### config.mk
export PLATFORM = sky130hd
export DESIGN_NAME = adc_data_serializer
export DESIGN_NICKNAME = d
export VERILOG_FILES = /design/src/rtl/adc_data_serializer.sv
export SDC_FILE = /design/constraint.sdc
export NUM_CORES = 1
export LEC_CHECK = 0
export CAP_MARGIN = 0
export CORE_AREA = 2 2 142 144
export DETAILED_ROUTE_END_ITERATION = 8
export DIE_AREA = 0 0 144 146
export PLACE_DENSITY = 0.6
export SLEW_MARGIN = 20
export SYNTH_ARGS = -nofsm -noshare
export SYNTH_HDL_FRONTEND = slang
export SYNTH_SLANG_ARGS = --single-unit
### constraint.sdc
create_clock -name clk_in -period 8 [get_ports clk_in]
set_input_delay 1.6 -clock clk_in [delete_from_list [all_inputs] [get_ports clk_in]]
set_output_delay 1.6 -clock clk_in [all_outputs]
set_load 0.02 [all_outputs]
### src/rtl/adc_data_serializer.sv
// adc_data_serializer: buffers lower/upper ADC results in per-channel FIFOs,
// arbitrates round-robin and shifts framed words out MSB first:
//   start(1), channel, data[15:0], [parity], guard(0).
// Optional feature macro: ADC_SERIALIZER_PARITY_EN (transmit even parity bit).
module adc_data_serializer #(
  parameter int unsigned BIT_CYCLES = 4,
  parameter int unsigned FIFO_DEPTH = 4
) (
  input  logic        clk_in,
  input  logic        reset_n,
  input  logic [15:0] lower_data,
  input  logic        lower_valid,
  input  logic [15:0] upper_data,
  input  logic        upper_valid,
  output logic        serial_out,
  output logic        busy,
  output logic        frame_done,
  output logic        lower_overflow,
  output logic        upper_overflow
);

`ifdef ADC_SERIALIZER_PARITY_EN
  localparam int unsigned FRAME_BITS = 19;
`else
  localparam int unsigned FRAME_BITS = 18;
`endif
  localparam int unsigned AW         = $clog2(FIFO_DEPTH);
  localparam logic [AW:0] FULL_CNT   = (AW + 1)'(FIFO_DEPTH);
  localparam logic [7:0]  CYC_RELOAD = 8'(BIT_CYCLES - 1);
  localparam logic [4:0]  BIT_RELOAD = 5'(FRAME_BITS - 1);

  typedef enum logic [1:0] {ST_IDLE, ST_LOAD, ST_SHIFT, ST_GUARD} state_e;

  // Channel index 0 = lower, 1 = upper
  logic [1:0][15:0] in_data;
  logic [1:0]       in_valid;
  logic [1:0][15:0] head;
  logic [1:0]       empty;
  logic [1:0]       ovf;
  logic [1:0]       pop;

  assign in_data  = {upper_data, lower_data};
  assign in_valid = {upper_valid, lower_valid};

  for (genvar ch = 0; ch < 2; ch++) begin : g_fifo
    logic [15:0]   mem_q [FIFO_DEPTH];
    logic [AW-1:0] wr_q;
    logic [AW-1:0] rd_q;
    logic [AW:0]   cnt_q;
    logic          ovf_q;
    logic          full;
    logic          push;

    assign full = (cnt_q == FULL_CNT);
    // A pop in the same cycle frees the slot, so a full FIFO still accepts
    assign push = in_valid[ch] & (~full | pop[ch]);

    // Pointers, occupancy and sticky overflow flag
    always_ff @(posedge clk_in or negedge reset_n) begin
      if (!reset_n) begin
        wr_q  <= '0;
        rd_q  <= '0;
        cnt_q <= '0;
        ovf_q <= 1'b0;
      end else begin
        if (push)    wr_q <= wr_q + 1'b1;
        if (pop[ch]) rd_q <= rd_q + 1'b1;
        case ({push, pop[ch]})
          2'b10:   cnt_q <= cnt_q + 1'b1;
          2'b01:   cnt_q <= cnt_q - 1'b1;
          default: cnt_q <= cnt_q;
        endcase
        if (in_valid[ch] && full && !pop[ch]) ovf_q <= 1'b1;
      end
    end

    // Storage array, written on accepted strobes
    always_ff @(posedge clk_in) begin
      if (push) mem_q[wr_q] <= in_data[ch];
    end

    assign empty[ch] = (cnt_q == '0);
    assign head[ch]  = mem_q[rd_q];
    assign ovf[ch]   = ovf_q;
  end

  state_e                  state_q, state_d;
  logic [7:0]              cyc_q, cyc_d;
  logic [4:0]              bit_q, bit_d;
  logic [FRAME_BITS-1:0]   sh_q, sh_d;
  logic                    last_upper_q, last_upper_d;
  logic                    sel_upper;
  logic [15:0]             head_sel;
  logic [FRAME_BITS-1:0]   frame_word;

  // Serve the channel not served last when both wait, else whichever waits
  assign sel_upper = ~empty[1] & (empty[0] | ~last_upper_q);
  assign head_sel  = head[sel_upper];
`ifdef ADC_SERIALIZER_PARITY_EN
  assign frame_word = {1'b1, sel_upper, head_sel, ^head_sel};
`else
  assign frame_word = {1'b1, sel_upper, head_sel};
`endif

  // FSM, counters and shift register state
  always_ff @(posedge clk_in or negedge reset_n) begin
    if (!reset_n) begin
      state_q      <= ST_IDLE;
      cyc_q        <= '0;
      bit_q        <= '0;
      sh_q         <= '0;
      last_upper_q <= 1'b1;
    end else begin
      state_q      <= state_d;
      cyc_q        <= cyc_d;
      bit_q        <= bit_d;
      sh_q         <= sh_d;
      last_upper_q <= last_upper_d;
    end
  end

  // Next-state: LOAD pops, SHIFT/GUARD count BIT_CYCLES per bit period
  always_comb begin
    state_d      = state_q;
    cyc_d        = cyc_q;
    bit_d        = bit_q;
    sh_d         = sh_q;
    last_upper_d = last_upper_q;
    pop          = '0;
    case (state_q)
      ST_IDLE: begin
        if (empty != 2'b11) state_d = ST_LOAD;
      end
      ST_LOAD: begin
        pop          = sel_upper ? 2'b10 : 2'b01;
        last_upper_d = sel_upper;
        sh_d         = frame_word;
        cyc_d        = CYC_RELOAD;
        bit_d        = BIT_RELOAD;
        state_d      = ST_SHIFT;
      end
      ST_SHIFT: begin
        if (cyc_q == '0) begin
          cyc_d = CYC_RELOAD;
          if (bit_q == '0) begin
            state_d = ST_GUARD;
          end else begin
            bit_d = bit_q - 1'b1;
            sh_d  = sh_q << 1;
          end
        end else begin
          cyc_d = cyc_q - 1'b1;
        end
      end
      ST_GUARD: begin
        if (cyc_q == '0) state_d = (empty != 2'b11) ? ST_LOAD : ST_IDLE;
        else             cyc_d   = cyc_q - 1'b1;
      end
      default: state_d = ST_IDLE;
    endcase
  end

  assign serial_out     = (state_q == ST_SHIFT) & sh_q[FRAME_BITS-1];
  assign busy           = (state_q == ST_SHIFT) | (state_q == ST_GUARD);
  assign frame_done     = (state_q == ST_GUARD) & (cyc_q == '0);
  assign lower_overflow = ovf[0];
  assign upper_overflow = ovf[1];

endmodule
== After elaboration in Yosys (flattened, before gate mapping) ==
Memories as Yosys holds them, arrays and structs flattened.
Index checks and enable logic that the tools add are counted.
Storage, ports and cells
  input bits: 36
  bits in registers: 50
  ROM bits: 0
  memory bits (writable): 128
  logic and storage cells: 98
  memories kept: 2
  latch bits: 0
Operators by class
  eq/ne operators: 16
  shift-type cells: 0
  add/subtract/negate cells: 10
  multiply operators: 0
  magnitude comparators: 1
  reductions and logical operators: 18
  muxes and demuxes: 25
  bitwise operators: 13
  div/mod/pow operators: 0
Memories
  g_fifo[0].mem_q: depth 4, width 16, read ports 1, clocked after memory_dff 0, write ports 1, line 46  | logic [15:0] mem_q [FIFO_DEPTH];
  g_fifo[1].mem_q: depth 4, width 16, read ports 1, clocked after memory_dff 0, write ports 1, line 46
Operator list (number)
  $mux W18: 2
  $pmux W18 S2: 1
  $mux W16: 2
  $pmux W8 S3: 1
  $mux W8: 2
  $ne A2 B2 Y1 const B: 7
  $mux W2: 6
  $pmux W3 S2: 2
  $mux W5: 2
  $pmux W5 S2: 1
  $add A2 B1 Y2 const B: 4
  $eq A2 B2 Y1 const B: 4
  $logic_not A8 Y1: 1
  $pmux W2 S4: 1
  $sub A8 B1 Y8 const B: 1
  $add A3 B1 Y3 const B: 2
  $eq A2 B1 Y1 const B: 3
  $eq A3 B3 Y1 const B: 2
  $logic_not A3 Y1: 2
  $reduce_bool A2 Y1: 3
  $sub A3 B1 Y3 const B: 2
  $and A1 B1 Y1: 5
  $logic_not A5 Y1: 1
  $mux W1: 5
  11 further kinds: 21

== Longest topological paths before layout ==
  depth in word-level cells: 9
  mapped depth: 11

== Worst setup path after synthesis ==
No wires, ideal clock.
  kind: input-to-reg
  start: in upper_valid
  end: mem g_fifo[1].mem_q[0][0] (enable)
  stages on the path: 4
  data arrival time: 2.771 ns
  setup slack: 4.856 ns
  required time: 7.626 ns
  cells stage by stage: clkbuf_1 -> inv_1 -> a31oi_1 -> and2_1
Between the ends
  longest elaborated chain between the ends: 3
RTL lines
  start: declaration: line 14  | input logic upper_valid,
  $and A1 B1 Y1: line 56  | assign push = in_valid[ch] & (~full | pop[ch]);
  $mux W1: line 79  | if (push) mem_q[wr_q] <= in_data[ch];
  $mux W1 (not written as such): line 79
  end: declaration: line 46
No other way between the ends.

== Worst setup path in the final report ==
  start: reg state_q[0]
  end: out busy
Between the ends
  longest elaborated chain between the ends: 2
RTL lines
  start: declaration: line 87  | state_e state_q, state_d;
  start signal: assignment: line 114  | state_q <= state_d;
  $eq A2 B2 Y1: line 164  | assign busy = (state_q == ST_SHIFT) | (state_q == ST_GUARD);
  $or A1 B1 Y1 *: line 164
  end: declaration: line 16  | output logic busy,
Every way passes the cells marked *; elsewhere a longest branch is shown, timed or not.

==> metrics.txt <==
post-cts sizing count 0; First DRT Iteration DRCs 335; clock root cell clkbuf_16; DP HPWL 9.94 mm; Top cell by count, worst path inv_1; Mapped Avg Cell Area 15.7 µm²; Clock Latency Late Sink 0.43 ns; Hold Buf Count CTS 0; ratio of cells with drive above 1 in the final layout 0.153; gr busiest metal met2; crit end category output port; grt met1 use 0.207; Max Cap Viol 0; largest net degree at the start of global routing 51; area delta synth->final 16.2%; crit path kind reg -> out; IO Count 41; VDD IR-drop max 0.000161 V; post-synthesis sequential area ratio 0.661; Yosys Warn Count 0; maximum clock insertion buffer count 2; synth unique cells 60; Final Setup Violations 0; number of synthesized flops with an enable pin between 100 and 150; max-slew violation count 0; delay of the slowest cell on the worst path 0.60 ns; total negative slack 0 ns; Global Route met2 Usage 0.250; Die Y-Extent 146 µm; GRT overflow 0; Cells after Synth 492; Pre-antenna DRT Iters 5; CTS sink cnt roughly 180; FF+latch count, synth 178; reg-to-reg slack, setup 4.74 ns; Worst setup SP type flop; Max FO, Critical Path 17; Die Width 144 µm; M3 GR Usage 0.0352; Rel. slew slack 0.416; core outline area roughly 0.019 mm²; H-tree depth 4; CP required ~6.4 ns; Placed Instances around 770; Port Buffers 40; ANT nets after route 0; clk slew on worst S/H paths 0.07 ns; Layout Cells excl Fill 806; CTS Buf Count 17; Final Hold Viols 0; delay-heaviest family, CP buffers and inverters; vias in the first global route 4557; drc violations 0; via count around 4300; Total GRT Usage 0.153; # rows between 50 and 60; run status complete, no violations; WP buf/inv 3; Post-Syn Area between 0.007 and 0.008 mm²; RSZ-0062 raised after global routing false; PwrDens about 390 mW/mm²; worst path arrival time 2.44 ns; vias per cell roughly 5.4; Tcrit/Tclk final 0.506; worst-path cell with the longest stage delay ha_1; CTS tree built; starting density of the core 0.399; Worst Tran Pin Value 0.876 ns; Tmin final 4.04 ns; Layout Nets between 500 and 600; Cell Chain, Critical Path inv_1 > ha_1 > nor2_1 > inv_1 > clkdlybuf4s50_1; syn_nets 547; GPL Wtd Cong 0.764; Lkg Pwr 3.13 nW; fraction of registers with async set/reset 0.281; die area between 0.02 and 0.025 mm²; Final Core Density 0.464; n_diodes 0; initial antenna violation count 0; first-pass GRT wire length 24.5 mm; Post-CTS Setup Bufs 0; fmax 247 MHz; most common flop cell mapped by yosys edfxtp_1; Avg WL per Cell 18.5 µm; Max Clock Skew 0.0103 ns; fillcell total between 1500 and 2000; min-delay worst type reg -> reg; drt total wl 14.9 mm
## layout by cell type (no fill, tap or decap), types with 3 or more instances in the layout
master           instances
and4_1                   3
and3_1                   9
clkdlybuf4s50_1         39
mux4_2                  32
or3_1                    5
clkbuf_16               17
edfxtp_1               128
or2_2                    3
a211oi_1                15
a31oi_1                 13
nor3_1                  12
inv_8                    3
nand2_1                 27
o21ai_0                 10
dfrtp_1                 47
xor2_1                   3
inv_6                    5
nand3_1                  5
nor2_1                  10
mux2i_1                 11
ha_1                    17
nand2b_1                 4
nor3b_1                  3
a21oi_1                 11
inv_1                   21
o21ai_1                  3
and2_1                  10
xnor2_1                 10
o22ai_1                 10
## path summary, 6_finish.rpt
check                          startpoint                     to  depth (start not counted)
max in group asynchronous         reset_n      g_fifo[0].rd_q[0]                          2
min                        lower_overflow         lower_overflow                          1
min in group asynchronous         reset_n         upper_overflow                          2
max reg2reg                    state_q[1]  g_fifo[1].mem_q[1][7]                          5
max                            state_q[0]                   busy                          5
min reg2reg                lower_overflow         lower_overflow                          1
## per-stage QoR
step	power, W	cell area, µm²	worst slack [ns]	hold WS [ns]
after global placement	0.00258	8350	4.11	0.459
after CTS	0.00349	8960	3.93	0.485
after global routing	0.00368	8970	3.83	0.516
after detailed placement	0.00263	8350	4.03	0.461
after floorplan	0.00229	7710	4.86	0.467
final	0.00345	8970	3.96	0.484
## synthesized netlist by cell type, drive strengths merged, types with 9 or more instances
library cell  instances  area share
o21ai                13      0.0084
inv                  21       0.010
edfxtp              128        0.50
buf                   9      0.0063
ha                   17       0.028
a211oi               15       0.015
o22ai                10      0.0081
clkbuf               16      0.0078
a21oi                11      0.0071
mux4                 32       0.093
and3                  9      0.0073
xnor2                10       0.011
nor2                 10      0.0049
dfrtp                49        0.16
nand2                28       0.014
nor3                 12      0.0078
mux2i                11       0.014
a31oi                13       0.011
and2                 10      0.0081
## registers in the layout, indices dropped and copies added (netlist names)
register	flops
g_fifo.mem_q	128
sh_q	18
cyc_q	8
g_fifo.cnt_q	6
bit_q	5
g_fifo.rd_q	4
g_fifo.wr_q	4
state_q	2
last_upper_q	1
lower_overflow	1
upper_overflow	1
## power breakdown
part / switching [W] / internal [W] / total, W
logic: 0.000617 / 0.000506 / 0.00112
clock network: 0.000378 / 0.000477 / 0.000855
registers: 0.000216 / 0.00126 / 0.00148
## layer usage
metal | share of wire | wire length (µm)
met4 | 0.011 | 157
met2 | 0.50 | 7480
met3 | 0.033 | 494
met1 | 0.45 | 6770
met5 | 0 | 0
## worst register-to-register path, delay by kind of cell (launching register included)
kind | cells | cell delay [ns]
DFF | 1 | 0.42
AOI/OAI and AO/OA | 1 | 0.51
and+or+nand+nor | 2 | 1.15
buffers and inverters | 1 | 0.11
adders and majority gates | 1 | 0.68
## cell type report
cell class                 count  area, µm²  share of cell area
sequential                   178       5100               0.569
multi-input combinational    268       2430               0.271
clock buffer                  17        425              0.0474
timing repair buffer          42        410              0.0458
tap                          265        332              0.0370
clock inverter                15        191              0.0213
inverter                      21       78.8             0.00879
## cells by family after synthesis
logic type / after synthesis / share of synthesized area
muxes: 46 / 0.112
AOI/OAI and AO/OA: 83 / 0.0751
adders and majority gates: 19 / 0.0328
and+or+nand+nor: 107 / 0.0804
DFF: 178 / 0.661
buffers and inverters: 46 / 0.0243
xor gates and xnor gates: 13 / 0.0148
Power figures use the tool's default switching activity.
